<file path="config.mk">
export PLATFORM = sky130hd
export DESIGN_NAME = clk_meter
export DESIGN_NICKNAME = d
export VERILOG_FILES = /design/src/rtl/clk_meter_pkg.sv /design/src/rtl/sync_edge.sv /design/src/rtl/clk_meter.sv
export SDC_FILE = /design/constraint.sdc
export NUM_CORES = 1
export LEC_CHECK = 0
export CAP_MARGIN = 20
export CORE_UTILIZATION = 35
export CTS_BUF_LIST = sky130_fd_sc_hd__clkbuf_2 sky130_fd_sc_hd__clkbuf_4 sky130_fd_sc_hd__clkbuf_8
export CTS_CLUSTER_DIAMETER = 120
export DETAILED_ROUTE_END_ITERATION = 7
export HOLD_SLACK_MARGIN = 0.15
export SLEW_MARGIN = 40
export SYNTH_ARGS = -nofsm -noshare
export SYNTH_HDL_FRONTEND = slang
export SYNTH_SLANG_ARGS = --single-unit
</file>
<file path="constraint.sdc">
create_clock -name clk -period 3.8 [get_ports clk]
set_clock_uncertainty 0.05 [all_clocks]
set_input_delay 0.76 -clock clk [delete_from_list [all_inputs] [get_ports clk]]
set_output_delay 0.76 -clock clk [all_outputs]
set_load 0.1 [all_outputs]
</file>
<file path="src/rtl/clk_meter_pkg.sv">
// -----------------------------------------------------------------------------
// clk_meter_pkg
// Shared definitions for the clock/pulse-train meter:
//   - default counter width and stop-detection timeout (also used by the
//     board-level divider instantiations so both ends agree)
//   - FSM state encoding
// -----------------------------------------------------------------------------
package clk_meter_pkg;

    localparam int unsigned CLK_METER_WIDTH   = 32;
    localparam int unsigned CLK_METER_TIMEOUT = 200_000_000;

    typedef enum logic [0:0] {
        IDLE    = 1'b0,
        MEASURE = 1'b1
    } meter_state_e;

endpackage

</file>
<file path="src/rtl/sync_edge.sv">
// -----------------------------------------------------------------------------
// sync_edge
// Brings an asynchronous level into the clk domain through a 2-FF
// synchronizer, then compares it with a one-cycle delayed copy to produce
// single-cycle rise/fall strobes. Reusable for button inputs.
// Ports:
//   clk    - system clock
//   rst_n  - asynchronous active-low reset (all stages to 0)
//   srst   - synchronous soft reset (all stages to 0)
//   sig_in - asynchronous input level
//   rise   - high for one cycle after the synchronized level goes 0->1
//   fall   - high for one cycle after the synchronized level goes 1->0
// -----------------------------------------------------------------------------
module sync_edge
    import clk_meter_pkg::*;
(
    input  logic clk,
    input  logic rst_n,
    input  logic srst,
    input  logic sig_in,
    output logic rise,
    output logic fall
);

    logic meta_r;
    logic sync_r;
    logic dly_r;

    // Synchronizer chain followed by the edge-detect delay stage
    always_ff @(posedge clk or negedge rst_n) begin
        if (!rst_n) begin
            meta_r <= 1'b0;
            sync_r <= 1'b0;
            dly_r  <= 1'b0;
        end else if (srst) begin
            meta_r <= 1'b0;
            sync_r <= 1'b0;
            dly_r  <= 1'b0;
        end else begin
            meta_r <= sig_in;
            sync_r <= meta_r;
            dly_r  <= sync_r;
        end
    end

    assign rise = sync_r & ~dly_r;
    assign fall = ~sync_r & dly_r;

endmodule

</file>
<file path="src/rtl/clk_meter.sv">
// -----------------------------------------------------------------------------
// clk_meter
// Measures period and high time of a slow external square wave in clk cycles.
// The first rising edge after reset/enable/timeout only arms the counter;
// every later rising edge publishes the cycle just completed.
// Parameters:
//   WIDTH   - counter and result width
//   TIMEOUT - cycles without a rising edge before the input counts as stopped
//             (2 <= TIMEOUT < 2**WIDTH, so the counter never wraps)
// Ports:
//   clk, rst_n - system clock, asynchronous active-low reset
//   en         - synchronous measurement enable
//   sig_in     - asynchronous signal under measurement
//   period     - cycles between the last two rising edges
//   high_time  - cycles the signal was high within that period
//   valid      - one-cycle strobe when period/high_time update
//   timeout    - sticky stop flag, cleared by the next valid
// -----------------------------------------------------------------------------
module clk_meter
    import clk_meter_pkg::*;
#(
    parameter int unsigned WIDTH   = CLK_METER_WIDTH,
    parameter int unsigned TIMEOUT = CLK_METER_TIMEOUT
) (
    input  logic             clk,
    input  logic             rst_n,
    input  logic             en,
    input  logic             sig_in,
    output logic [WIDTH-1:0] period,
    output logic [WIDTH-1:0] high_time,
    output logic             valid,
    output logic             timeout
);

    localparam logic [WIDTH-1:0] TIMEOUT_C = WIDTH'(TIMEOUT);
    localparam logic [WIDTH-1:0] ONE_C     = WIDTH'(1);
    localparam logic [WIDTH-1:0] ZERO_C    = {WIDTH{1'b0}};

    logic             rise_s;
    logic             fall_s;
    meter_state_e     state_r;
    logic [WIDTH-1:0] cnt_r;
    logic [WIDTH-1:0] hi_lat_r;
    logic [WIDTH-1:0] period_r;
    logic [WIDTH-1:0] high_time_r;
    logic             valid_r;
    logic             timeout_r;

    // The synchronizer keeps running regardless of en; no soft reset needed here
    sync_edge u_sync_edge (
        .clk    (clk),
        .rst_n  (rst_n),
        .srst   (1'b0),
        .sig_in (sig_in),
        .rise   (rise_s),
        .fall   (fall_s)
    );

    // Measurement FSM, cycle counter, high-time latch and result registers
    always_ff @(posedge clk or negedge rst_n) begin
        if (!rst_n) begin
            state_r     <= IDLE;
            cnt_r       <= ZERO_C;
            hi_lat_r    <= ZERO_C;
            period_r    <= ZERO_C;
            high_time_r <= ZERO_C;
            valid_r     <= 1'b0;
            timeout_r   <= 1'b0;
        end else begin
            valid_r <= 1'b0;
            if (!en) begin
                // Disabling discards the partial period but keeps published results
                state_r  <= IDLE;
                cnt_r    <= ZERO_C;
                hi_lat_r <= ZERO_C;
            end else begin
                case (state_r)
                    IDLE: begin
                        cnt_r <= ZERO_C;
                        if (rise_s) begin
                            // Arming edge: start counting, publish nothing yet
                            cnt_r   <= ONE_C;
                            state_r <= MEASURE;
                        end
                    end
                    MEASURE: begin
                        cnt_r <= cnt_r + ONE_C;
                        if (fall_s) begin
                            hi_lat_r <= cnt_r;
                        end
                        // A rise landing on the timeout cycle is a legal period
                        if (rise_s) begin
                            period_r    <= cnt_r;
                            high_time_r <= hi_lat_r;
                            valid_r     <= 1'b1;
                            timeout_r   <= 1'b0;
                            cnt_r       <= ONE_C;
                        end else if (cnt_r == TIMEOUT_C) begin
                            period_r    <= ZERO_C;
                            high_time_r <= ZERO_C;
                            timeout_r   <= 1'b1;
                            cnt_r       <= ZERO_C;
                            state_r     <= IDLE;
                        end
                    end
                    default: begin
                        state_r <= IDLE;
                        cnt_r   <= ZERO_C;
                    end
                endcase
            end
        end
    end

    assign period    = period_r;
    assign high_time = high_time_r;
    assign valid     = valid_r;
    assign timeout   = timeout_r;

endmodule

</file>
==> metrics.cfg, run 1 <==
[yosys]
syn_area_per_cell_um2=12.8
ys_warn_count=0
synthMuxAreaShare=0
synth_area_um2=5260
syn_inst=410
synth-simple-area-share=0.109
synth-xor-area-share=0.0467
synth-compound-area-share=0.173
synth_top_family_by_area=compound AO/OA/AOI/OAI gates
synth_fp_nets=416
seq_area_frac_synth=0.638
synthAdderAreaFrac=0.00476
ys_ff_latch=134
ys_types=34

[sta]
tns_ns=0
hold_violations=0
worst_pin_slew_ns=0.708
fin_crit_sh=0.678
final-max-slew-violation-count=0
max_freq_ghz=0.388
setup_viol=0
rsz0062_at_grt=false
period_minus_slack_ns=2.57
relSlewSlack=0.528

[cts]
clock-sinks=134
ctsHoldBuffers=0
cts_tree=built
root_buffer=clkbuf_8
cts_buffers=17
cts_buffer_depth=2
cts_setup_buffers=0
clkLatencyLatePin_ns=0.44
htreeDepth=4
clkTransAtPathRegs_ns=0.07
cts_resized=0

[route]
wirelength_um=11700
route.vias.total=3551
firstDrtPassIters=4
drt_iter0_drc=220
drcViolationCount=0
wl_per_cell_um=17.4
final_antenna_net_count=0
routed_via_density=5.29

[pwr]
p_leak_uw=0.00303
p_per_area_nw_per_um2=449
total_power_uw=2790
peakVddDrop_v=0.000227

[cells_and_area]
antennaDiodeCount=0
drive_gt1_frac=0.238
area_delta_synth_final_pct=18.4
nNetsFinal=481

[critical_path]
start_kind=flip-flop
worstPathRequired_ns=4.06
path_class=flip-flop to flip-flop
worstPathArrival_ns=2.84
crit_fanout=19
endpoint_kind=flip-flop

[global_route]
grt_max_degree=79
antenna_found_initial=0
grt_pass1_wl_um=19900
grt-busiest-layer=met2
grt_use_total=0.162
grt_pass1_vias=3639
met1_usage=0.230
grt-ovfl-total=0
use_met2=0.241
use_met3=0.0374

[flow_run]
max-cap-violations=0

[placed_design]
place.port_buffers=69
dp_hpwl_um=7680
gp_congestion=0.768

[outcome]
status=completed

[floorplan]
die_h_um=125
io_pins=70
initial_core_util=0.360
row_count=44
fp.coreArea_um2=14600
die_x_um=125
dieArea_um2=15500

[hold_path]
min_path_type=primary input to asynchronous set/reset pin

cells by family after synthesis:
group | Yosys count
AO/OA/AOI/OAI | 106
XOR/XNOR | 28
buffers and inverters | 36
AND/OR/NAND/NOR | 104
flip-flops | 134
adder cells (fa/ha/maj) | 2
metrics by stage:
step / utilization / cells / worst slack [ns] / hold WS [ns] / instance area (µm²)
finish: 0.426 / 671 / 1.23 / 0.291 / 6220
global route: 0.426 / 671 / 1.06 / 0.342 / 6220
CTS: 0.426 / 671 / 1.21 / 0.322 / 6220
detailed placement: 0.397 / 640 / 1.12 / 0.308 / 5800
global placement: 0.420 / 640 / 1.19 / 0.290 / 6130
floorplan: - / 410 / 1.83 / 0.281 / 5260
state kept, by name (all words and copies together), names as in the netlist:
signal	flops
period	32
u_sync_edge.sync_r	1
state_r	1
high_time	32
timeout	1
hi_lat_r	32
cnt_r	32
valid	1
u_sync_edge.meta_r	1
u_sync_edge.dly_r	1
worst max-delay path, stage by stage (launching register included):
cell and delay [ns]:
dfrtp_1 0.47, inv_1 0.09, ha_1 0.14, nor4b_1 0.24
nand4_1 0.22, nor3_2 0.41, or3_1 0.42, buf_4 0.33
nor2_1 0.08
cells in the mapped netlist:
cell type	count	area (µm²)
inv_1	5	18.8
nor3_2	1	10.0
a22o_2	1	10.0
o31ai_1	1	7.51
nand2b_1	1	6.26
clkbuf_1	16	60.1
and3_1	1	6.26
a21boi_1	1	7.51
a21oi_1	2	10.0
nor3_1	4	20.0
nand3_1	13	65.1
nand2_1	14	52.6
a22o_1	95	832
xnor2_1	9	78.8
o21ai_2	1	8.76
buf_2	15	75.1
nor2b_1	2	12.5
a2bb2oi_1	1	8.76
and2_1	4	25.0
or3_1	3	18.8
dfrtp_1	134	3350
or4b_1	1	10.0
a211oi_1	1	7.51
ha_1	2	25.0
or2_2	1	6.26
nor4b_1	2	17.5
nand4_1	10	62.6
nand4_4	2	42.5
nor4bb_1	1	10.0
nor4_1	2	12.5
o21ai_0	3	15.0
xor2_1	19	166
nor4_4	2	42.5
nor2_1	40	150
cells in the final DEF (no fill, tap or decap), types with 2 or more instances in the layout:
master,instances
or3_1,3
o21ai_0,3
clkinvlp_4,4
clkinv_4,2
nor4_1,2
dfrtp_1,134
clkdlybuf4s50_1,2
nor2_1,40
nand4_1,10
xnor2_1,9
xor2_1,19
buf_2,66
clkinv_2,3
clkbuf_8,17
nand4_4,2
a22o_1,95
inv_1,5
nand2_1,14
bufinv_16,4
nor2b_1,2
nor3_1,4
a21oi_1,2
nor4b_1,2
nand3_1,13
buf_4,7
and2_1,3
ha_1,2
nor4_4,2
path summary, 6_finish.rpt:
| path | slack (ns) | depth (start not counted) | start | to |
|---|---|---|---|---|
| max in group asynchronous | 2.51 | 2 | rst_n | high_time[25] |
| min in group clk | 0.33 | 0 | u_sync_edge.meta_r | u_sync_edge.sync_r |
| setup / recovery | 1.23 | 8 | cnt_r[0] | cnt_r[17] |
| setup reg to reg | 1.23 | 8 | cnt_r[0] | cnt_r[17] |
| hold / removal | 0.29 | 1 | rst_n | high_time[23] |
| hold reg to reg | 0.33 | 0 | u_sync_edge.meta_r | u_sync_edge.sync_r |
report_power, final:
group / total (µW) / switching, µW / internal (µW)
clock: 1270 / 550 / 716
sequential: 1440 / 5.29 / 1430
combinational: 88.5 / 73.4 / 15.1
layout make-up:
cell class	instances	area [µm²]
tap	184	230
clock inverter	13	183
timing repair buffer	77	434
sequential	134	3350
multi-input combinational	240	1760
fill	1330	8370
inverter	5	18.8
clock buffer	18	241
layer usage:
metal,up-vias,share of wire
met5,-,0
met4,0,0.0098
met3,9,0.037
met2,70,0.48
met1,1843,0.48
li1,1629,-
No activity file was read; power rests on OpenSTA's default activity.
==> run 2, diff against run 1 <==
Clock period 3.8 ns to 2.3 ns, I/O delays scaled along.
==> metrics.cfg, run 2 (synthesis results as in run 1) <==
[outcome]
status=completed

[cells_and_area]
area_delta_synth_final_pct=26.2
antennaDiodeCount=0
drive_gt1_frac=0.279
layout_commonest_cell=dfrtp_1
stdcell_count=700
final_util=0.455
final_area_um2=6630
final_cell_mix=dfrtp_1 (134), buf_4 (102), a22o_1 (95)
nNetsFinal=513

[hold_path]
hold_path_depth=0
min_path_type=flip-flop to flip-flop
min_from=u_sync_edge.meta_r
whs_endpoint=u_sync_edge.sync_r

[placed_design]
dp_hpwl_um=8010
gp_congestion=0.753
place.port_buffers=69
dpl_cell_area_um2=6220
dp.cells=671

[route]
route.vias.total=3608
final_antenna_net_count=0
firstDrtPassIters=4
drcViolationCount=0
routed_via_density=5.15
wirelength_um=11900
drt_iter0_drc=161
wl_per_cell_um=16.9

[cts]
clock-sinks=134
clkLatencyLatePin_ns=0.43
root_buffer=clkbuf_8
cts_buffer_depth=2
cts_tree=built
cts_buffers=17
clkTransAtPathRegs_ns=0.07
htreeDepth=4
cts_setup_buffers=0

[global_route]
antenna_found_initial=0
grt_pass1_wl_um=19900
grt_max_degree=58
grt_pass1_vias=3715
grt-ovfl-total=0
grt_use_total=0.165

[sta]
final-max-slew-violation-count=0
period_minus_slack_ns=2.12
setup_viol=0
relSlewSlack=0.632
rsz0062_at_grt=false
worst_pin_slew_ns=0.548
hold_violations=0
max_freq_ghz=0.472
tns_ns=0
fin_crit_sh=0.921

[floorplan]
fp.coreArea_um2=14600
die_x_um=125
io_pins=70
dieArea_um2=15500
row_count=44
die_h_um=125
initial_core_util=0.360

[critical_path]
r2r_cells=7
r2r_setup_slack_ns=0.18
crit_fanout=41
path_class=flip-flop to flip-flop
r2r_start=cnt_r[17]
endpoint_kind=flip-flop
start_kind=flip-flop
timing.rr.end=high_time[2]
worstPathArrival_ns=2.38
worstPathRequired_ns=2.56

[pwr]
peakVddDrop_v=0.000323
total_power_uw=4520
p_leak_uw=0.00321
p_per_area_nw_per_um2=681

[flow_run]
max-cap-violations=0

## run 2: cell count changes in the layout (fill, tap and decap cells not counted), sizes merged
cell,previous run,this run
buf,75,106
bufinv,4,2
clkbuf,18,25
clkinv,5,1
dlygate4sd3,0,1
clkinvlp,4,0
## run 2: area by class of cell
class / instances / area, µm²
clock buffers: 25 / 338
clock inverters: 3 / 65.1
fillers: 1301 / 7960
inverters: 5 / 18.8
multi-input cells: 240 / 1760
flip-flops and latches: 134 / 3350
well taps: 184 / 230
repair buffers: 109 / 867
## run 2: stage by stage
step                setup slack (ns)  hold WS (ns)
floorplan                      0.330         0.114
global placement               0.216         0.286
detailed placement             0.207         0.285
CTS                            0.169         0.301
global route                  0.0179         0.322
finish                         0.181         0.300
## run 2: worst max path at each step
| stage | from | endpoint | slack [ns] | depth (start not counted) |
|---|---|---|---|---|
| 2_1_floorplan | cnt_r[0] | cnt_r[26] | 0.33 | 5 |
| 3_3_place_gp | cnt_r[17] | period[6] | 0.22 | 7 |
| 3_5_place_dp | cnt_r[17] | high_time[25] | 0.21 | 7 |
| 4_1_cts | cnt_r[17] | high_time[25] | 0.17 | 7 |
| 5_1_grt | cnt_r[17] | high_time[5] | 0.02 | 7 |
| 6_report | cnt_r[17] | high_time[2] | 0.18 | 7 |
## run 2: layer usage
layer	track usage	routed length [µm]	vias up
met1	0.228	5790	1844
met3	0.0485	432	7
met4	0.0574	104	0
met2	0.246	5530	74
li1	-	-	1683
met5	0	0	-
## run 2: what timing repair did
item | in CTS | in global routing
hold buffers | 1 | 0
gates resized for setup | 0 | 0
endpoints found under the hold margin | 45 | 0
## run 2: report_power, final
| group | internal (µW) | switching [µW] |
|---|---|---|
| Combinational | 39.4 | 128 |
| Clock | 1150 | 823 |
| Sequential | 2370 | 6.68 |
| Total | 3560 | 958 |
## run 2: critical path, stage by stage (launching register included)
cell and delay, ns:
dfrtp_1 0.41, nand4_1 0.15, or3_1 0.46, nor3_2 0.28
buf_4 0.18, o21ai_4 0.07, buf_12 0.19, a22o_1 0.19
